==> src/rtl/ex_muldiv.sv <==
// ex_muldiv: iterative RV32M multiply/divide unit for the EX stage.
// One M-extension op at a time, one bit per cycle; busy stalls the front of the
// pipeline while the op runs, and done pulses for one cycle with the result.
// Ports:
//   clk, rst        clock and asynchronous active-high reset
//   start           ID/EX holds a valid M op
//   funct3          M-op selector (MUL..REMU)
//   op_a, op_b      forwarded rs1/rs2 values
//   reg_waddr       destination register of the op
//   flush           aborts an op in progress
//   busy            unit occupied (PREP/CALC/FIX)
//   done            one-cycle pulse, result/reg_waddr_o valid
//   result          final result
//   reg_waddr_o     destination captured at start
module ex_muldiv #(
    parameter int unsigned XLEN = 32
) (
    input  logic            clk,
    input  logic            rst,
    input  logic            start,
    input  logic [2:0]      funct3,
    input  logic [XLEN-1:0] op_a,
    input  logic [XLEN-1:0] op_b,
    input  logic [4:0]      reg_waddr,
    input  logic            flush,
    output logic            busy,
    output logic            done,
    output logic [XLEN-1:0] result,
    output logic [4:0]      reg_waddr_o
);

    localparam int unsigned CW = $clog2(XLEN);

    localparam logic [2:0] F_MUL    = 3'b000;
    localparam logic [2:0] F_MULH   = 3'b001;
    localparam logic [2:0] F_MULHSU = 3'b010;
    localparam logic [2:0] F_MULHU  = 3'b011;
    localparam logic [2:0] F_DIV    = 3'b100;
    localparam logic [2:0] F_DIVU   = 3'b101;
    localparam logic [2:0] F_REM    = 3'b110;

    localparam logic [XLEN-1:0] MIN_NEG = {1'b1, {(XLEN-1){1'b0}}};

    typedef enum logic [2:0] {
        S_IDLE,
        S_PREP,
        S_CALC,
        S_FIX,
        S_DONE
    } state_t;

    state_t state, state_next;

    logic [2:0]        fn_q;
    logic [XLEN-1:0]   a_q, b_q;
    logic [4:0]        waddr_q;
    logic [XLEN-1:0]   opd_q;      // multiplicand or divisor magnitude
    logic [2*XLEN-1:0] acc_q;      // product, or {remainder, quotient}
    logic              neg_q;      // sign to apply to the selected result field
    logic [CW-1:0]     cnt_q;

    logic              a_neg, b_neg;
    logic [XLEN-1:0]   a_mag, b_mag;
    logic [XLEN:0]     mul_sum;
    logic [XLEN:0]     rem_sh;
    logic              sub_ok;
    logic [2*XLEN-1:0] mul_next, div_next;
    logic [2*XLEN-1:0] mul_full;
    logic [XLEN-1:0]   quo_val, rem_val;
    logic              div0, ovf;
    logic [XLEN-1:0]   fix_val;

    // State register
    always_ff @(posedge clk or posedge rst) begin
        if (rst) state <= S_IDLE;
        else     state <= state_next;
    end

    // Next-state logic; flush aborts any busy state
    always_comb begin
        state_next = state;
        case (state)
            S_IDLE: if (start && !flush) state_next = S_PREP;
            S_PREP: state_next = flush ? S_IDLE : S_CALC;
            S_CALC: begin
                if (flush)              state_next = S_IDLE;
                else if (cnt_q == '0)   state_next = S_FIX;
            end
            S_FIX:  state_next = flush ? S_IDLE : S_DONE;
            S_DONE: state_next = S_IDLE;
            default: state_next = S_IDLE;
        endcase
    end

    // Operand signedness and magnitudes; negating MIN_NEG wraps to itself,
    // which is the correct unsigned magnitude 2^(XLEN-1)
    always_comb begin
        a_neg = ((fn_q == F_MULH) || (fn_q == F_MULHSU) || (fn_q == F_DIV) || (fn_q == F_REM))
                && a_q[XLEN-1];
        b_neg = ((fn_q == F_MULH) || (fn_q == F_DIV) || (fn_q == F_REM)) && b_q[XLEN-1];
        a_mag = a_neg ? -a_q : a_q;
        b_mag = b_neg ? -b_q : b_q;
    end

    // One iteration step: shift-add multiply and restoring divide
    always_comb begin
        mul_sum  = {1'b0, acc_q[2*XLEN-1:XLEN]} + (acc_q[0] ? {1'b0, opd_q} : {(XLEN+1){1'b0}});
        mul_next = {mul_sum, acc_q[XLEN-1:1]};
        rem_sh   = acc_q[2*XLEN-1:XLEN-1];
        sub_ok   = (rem_sh >= {1'b0, opd_q});
        div_next = sub_ok ? {XLEN'(rem_sh - {1'b0, opd_q}), acc_q[XLEN-2:0], 1'b1}
                          : {acc_q[2*XLEN-2:0], 1'b0};
    end

    // Final sign fix-up, field selection and special cases
    always_comb begin
        mul_full = neg_q ? -acc_q : acc_q;
        quo_val  = neg_q ? -acc_q[XLEN-1:0] : acc_q[XLEN-1:0];
        rem_val  = neg_q ? -acc_q[2*XLEN-1:XLEN] : acc_q[2*XLEN-1:XLEN];
        div0     = (b_q == '0);
        ovf      = ((fn_q == F_DIV) || (fn_q == F_REM)) && (a_q == MIN_NEG) && (b_q == '1);
        fix_val  = '0;
        case (fn_q)
            F_MUL:                     fix_val = mul_full[XLEN-1:0];
            F_MULH, F_MULHSU, F_MULHU: fix_val = mul_full[2*XLEN-1:XLEN];
            F_DIV, F_DIVU:             fix_val = div0 ? '1 : (ovf ? MIN_NEG : quo_val);
            default:                   fix_val = div0 ? a_q : (ovf ? '0 : rem_val);
        endcase
    end

    // Datapath registers
    always_ff @(posedge clk or posedge rst) begin
        if (rst) begin
            fn_q        <= '0;
            a_q         <= '0;
            b_q         <= '0;
            waddr_q     <= '0;
            opd_q       <= '0;
            acc_q       <= '0;
            neg_q       <= 1'b0;
            cnt_q       <= '0;
            result      <= '0;
            reg_waddr_o <= '0;
        end else begin
            case (state)
                S_IDLE: begin
                    if (start && !flush) begin
                        fn_q    <= funct3;
                        a_q     <= op_a;
                        b_q     <= op_b;
                        waddr_q <= reg_waddr;
                    end
                end
                S_PREP: begin
                    opd_q <= fn_q[2] ? b_mag : a_mag;
                    acc_q <= {{XLEN{1'b0}}, (fn_q[2] ? a_mag : b_mag)};
                    // Remainder follows the dividend; everything else the XOR of signs
                    neg_q <= (fn_q == F_REM) ? a_neg : (a_neg ^ b_neg);
                    cnt_q <= CW'(XLEN - 1);
                end
                S_CALC: begin
                    acc_q <= fn_q[2] ? div_next : mul_next;
                    cnt_q <= cnt_q - CW'(1);
                end
                S_FIX: begin
                    if (!flush) begin
                        result      <= fix_val;
                        reg_waddr_o <= waddr_q;
                    end
                end
                default: ;
            endcase
        end
    end

    // Registered status outputs, decoded from the state being entered
    always_ff @(posedge clk or posedge rst) begin
        if (rst) begin
            busy <= 1'b0;
            done <= 1'b0;
        end else begin
            busy <= (state_next == S_PREP) || (state_next == S_CALC) || (state_next == S_FIX);
            done <= (state_next == S_DONE);
        end
    end

endmodule

==> config.mk <==
export PLATFORM = sky130hd
export DESIGN_NAME = ex_muldiv
export DESIGN_NICKNAME = d
export VERILOG_FILES = /design/src/rtl/ex_muldiv.sv
export SDC_FILE = /design/constraint.sdc
export NUM_CORES = 1
export LEC_CHECK = 0
export CAP_MARGIN = 25
export CORE_UTILIZATION = 45
export CTS_CLUSTER_SIZE = 40
export DETAILED_ROUTE_END_ITERATION = 10
export PLACE_DENSITY = 0.66
export SYNTH_ARGS = -nofsm -noshare
export SYNTH_HDL_FRONTEND = slang
export SYNTH_SLANG_ARGS = --single-unit
export TNS_END_PERCENT = 100
==> constraint.sdc <==
create_clock -name clk -period 6.9 [get_ports clk]
set_input_delay 1.38 -clock clk [delete_from_list [all_inputs] [get_ports clk]]
set_output_delay 1.38 -clock clk [all_outputs]
set_load 0.05 [all_outputs]
==> run summary <==
# port buffers: 114
Cell with the most instances after synthesis: nand2_1
Height of the die: 198 um
Crit Path Max Fanout: 18
Sinks on Clock Net: 216
Commonest cells post-synth: nand2_1 (222), dfrtp_1 (216), nor2_1 (176)
H-tree levels: 1
Post-synth ARST share: 100%
Ys Warns: 0
CTS Hold Bufs: 0
Setup TNS: 0 ps
Die ar.: 39300 um^2
Netlist cell types: 87
1st-iter DRT viols: 2030
Final net count: 2237
Fin. Hold Viols: 0
Reg area: 5410 um^2
Placed cell area: 18800 um^2
Largest net degree at the start of global routing: 127
Mapped Cells: 2068
Min-Delay Path Class: flip-flop to flip-flop
CP max stage delay: 480 ps
Setup Buffers After CTS: 0
Overall Global Routing Usage: 32.6%
Cts bufs inserted: 27
Syn avg cell area: 8.39 um^2
Status: finished, final reports clean
Core Region: 37800 um^2
Max Cap Viol: 0
RSZ-0062 raised after global routing: false
Crit path DAT: 4560 ps
Area of the multi-input gates: 11100 um^2
Critical Path RT: 7360 ps
Total grt overflow: 0
Post-synth top flop: dfrtp_1
Starting Density: 45.9%
Share of cells above drive strength 1: 8.91%
Fin crit period: 4100 ps
Design Area, Final: 19700 um^2
FP Rows: 71
Worst Setup End Kind: flip-flop
Root Buffer: clkbuf_16
Post-synth top area cell: dfrtp_1
Final HPWL DP: 48.3 mm
Later-pin clock latency in the skew report: 580 ps
Period Utilization, post-route: 59.4%
Kind of cell adding the most delay to the critical path: compound AO/OA/AOI/OAI gates
Crit path buf inv count: 1
CTS tree: yes
Synth Net Count: 2217
Wire length per cell: 24.4 um
Max-slew violations: 0
Post-synth EDFFs: 0
Critical path class: flip-flop to flip-flop
Startpoint types: flip-flop
Relative slew margins: 33.1%
Fin worst setup slack: 2800 ps
Detailed-route via count: 16.6k
Final setup vio count: 0
Final ANT Viol Nets: 0
Worst vdd ir: 0.197 mV
Flops & latches, synth: 216
Clock skew: 14.2 ps
Worst-Margin Slew: 1000 ps
Fmax: 244 MHz
Max Buffers Root-to-Sink: 3
CP max stage cell: inv_1
Top Ports: 115
Final Routed Wirelength: 63.9 mm
Critical path's most frequent cell: nand3_1
Initial antenna violation count: 4
Pwr per Cell Area: 537 nW/um^2
Clock transition at path regs: 60 ps
Placer Congestion: 0.961
First-pass GRT wire length: 96.6 mm
Share of the synthesized area in the top cell type: 31.2%
Post-synthesis sequential area ratio: 31.2%
Pre-CTS WS: 2630 ps
P_leak: 8.30 nW
Vias per cell: 6.33
Number of fill cells: 3613
Number of global-route vias before repair: 15.6k
Syn-to-layout area delta: 13.6%
Drt drc: 0
Die width: 198 um
Post-CTS sizing: 0
Synthesized area: 17300 um^2
Total iterations of the first detailed-routing run: 6
Crit-path cells: inv_1, nor2_1, ha_1, nand3_1, o22a_1, o2111ai_1, nand3_1, a31oi_2, a22oi_1, a311o_1, mux2_1, o41ai_1
Synth area leaders: dfrtp_1 (31%), xnor2_1 (5.3%), mux2_2 (5.2%), ha_1 (5.1%), nand2_1 (4.8%)
## state kept, by name, indices dropped and copies added (netlist names)
register	flops
result	32
b_q	32
busy	1
opd_q	32
state	3
done	1
fn_q	3
neg_q	1
acc_q	64
cnt_q	5
a_q	32
waddr_q	5
reg_waddr_o	5
## worst min-delay path, stage by stage, from the launching register on
cell	delay, ps
dfrtp_1	340
nand2_1	50
nand2_1	50
## per-stage QoR
step / hold slack (ps) / total power (W) / std cells / util (%)
2_1_floorplan: 433 / 0.00682 / 2068 / -
3_3_place_gp: 447 / 0.00883 / 2569 / 49.7
3_5_place_dp: 455 / 0.00885 / 2569 / 49.7
4_1_cts: 466 / 0.0104 / 2619 / 52.2
5_1_grt: 483 / 0.0112 / 2620 / 52.2
6_report: 462 / 0.0106 / 2621 / 52.2
## where the power goes
part	switching [W]	leakage [nW]	total [W]	internal (W)
Sequential	0.000886	2.67	0.00260	0.00172
Combinational	0.00406	5.16	0.00648	0.00242
Clock	0.000602	0.469	0.00150	0.000901
Total	0.00555	8.30	0.0106	0.00503
## cell type report
type | count | area share [%]
timing repair buffer | 141 | 6.88
sequential | 216 | 27.5
antenna | 1 | 0.0127
multi-input combinational | 1633 | 56.3
inverter | 69 | 1.33
clock buffer | 37 | 3.92
clock inverter | 13 | 0.844
tap | 511 | 3.24
## final timing paths
| kind | startpoint | endpoint | slack (ps) | cells past startpoint |
|---|---|---|---|---|
| min in group asynchronous | rst | b_q[7] | 1160 | 2 |
| max in group asynchronous | rst | fn_q[2] | 4440 | 3 |
| setup reg to reg | acc_q[0] | acc_q[62] | 2800 | 12 |
| hold / removal | waddr_q[3] | reg_waddr_o[3] | 460 | 2 |
| hold reg to reg | waddr_q[3] | reg_waddr_o[3] | 460 | 2 |
| setup / recovery | acc_q[0] | acc_q[62] | 2800 | 12 |
## cells by family (layout without fill, tap and decap cells)
| group | Yosys count | after routing | synth area share [%] |
|---|---|---|---|
| AO/OA/AOI/OAI | 623 | 623 | 23.9 |
| other | 0 | 1 | 0 |
| flip-flops | 216 | 216 | 31.2 |
| XOR/XNOR | 198 | 198 | 10.0 |
| AND/OR/NAND/NOR | 611 | 611 | 16.6 |
| adder cells (fa/ha/maj) | 73 | 73 | 5.35 |
| buffers and inverters | 219 | 260 | 4.99 |
| multiplexers | 128 | 128 | 7.99 |
## placed cells by master, fill, tap and decap left out, types with 6 or more instances in the layout
master / synthesis / layout
clkdlybuf4s50_1: 0 / 114
nor2_1: 176 / 175
ha_1: 71 / 71
nand4_1: 16 / 16
clkbuf_16: 0 / 27
a22oi_1: 23 / 23
nand3_1: 38 / 37
a21o_1: 25 / 25
nor4_1: 12 / 12
o22a_1: 14 / 14
o211ai_1: 19 / 19
or4_1: 15 / 15
nand2_1: 222 / 221
inv_1: 66 / 65
mux2i_1: 45 / 45
nor3_1: 32 / 32
o21ai_1: 30 / 30
o221ai_1: 43 / 43
o21bai_1: 11 / 11
o41ai_1: 14 / 14
and3_1: 10 / 10
xor2_1: 93 / 93
o21a_1: 9 / 9
o31ai_1: 30 / 30
a21oi_1: 130 / 130
o21ai_0: 138 / 138
dfrtp_1: 216 / 214
clkbuf_8: 0 / 6
nor2b_1: 20 / 20
xnor2_1: 105 / 105
a31oi_1: 13 / 13
mux2_2: 80 / 80
nand2b_1: 12 / 12
or3_1: 19 / 19
a211oi_1: 29 / 29
clkinv_2: 0 / 6
o22ai_1: 9 / 9
a32oi_1: 6 / 6
buf_4: 1 / 25
a221oi_1: 32 / 32
## routing by layer
metal / GRT usage, % / part of all wire (%) / vias up
met5: 0 / 0.059 / -
met4: 13.2 / 4.7 / 6
met3: 7.05 / 9.8 / 153
met2: 49.7 / 44 / 825
met1: 44.5 / 41 / 8018
li1: - / - / 7589
(Power assumes the default switching activity.)
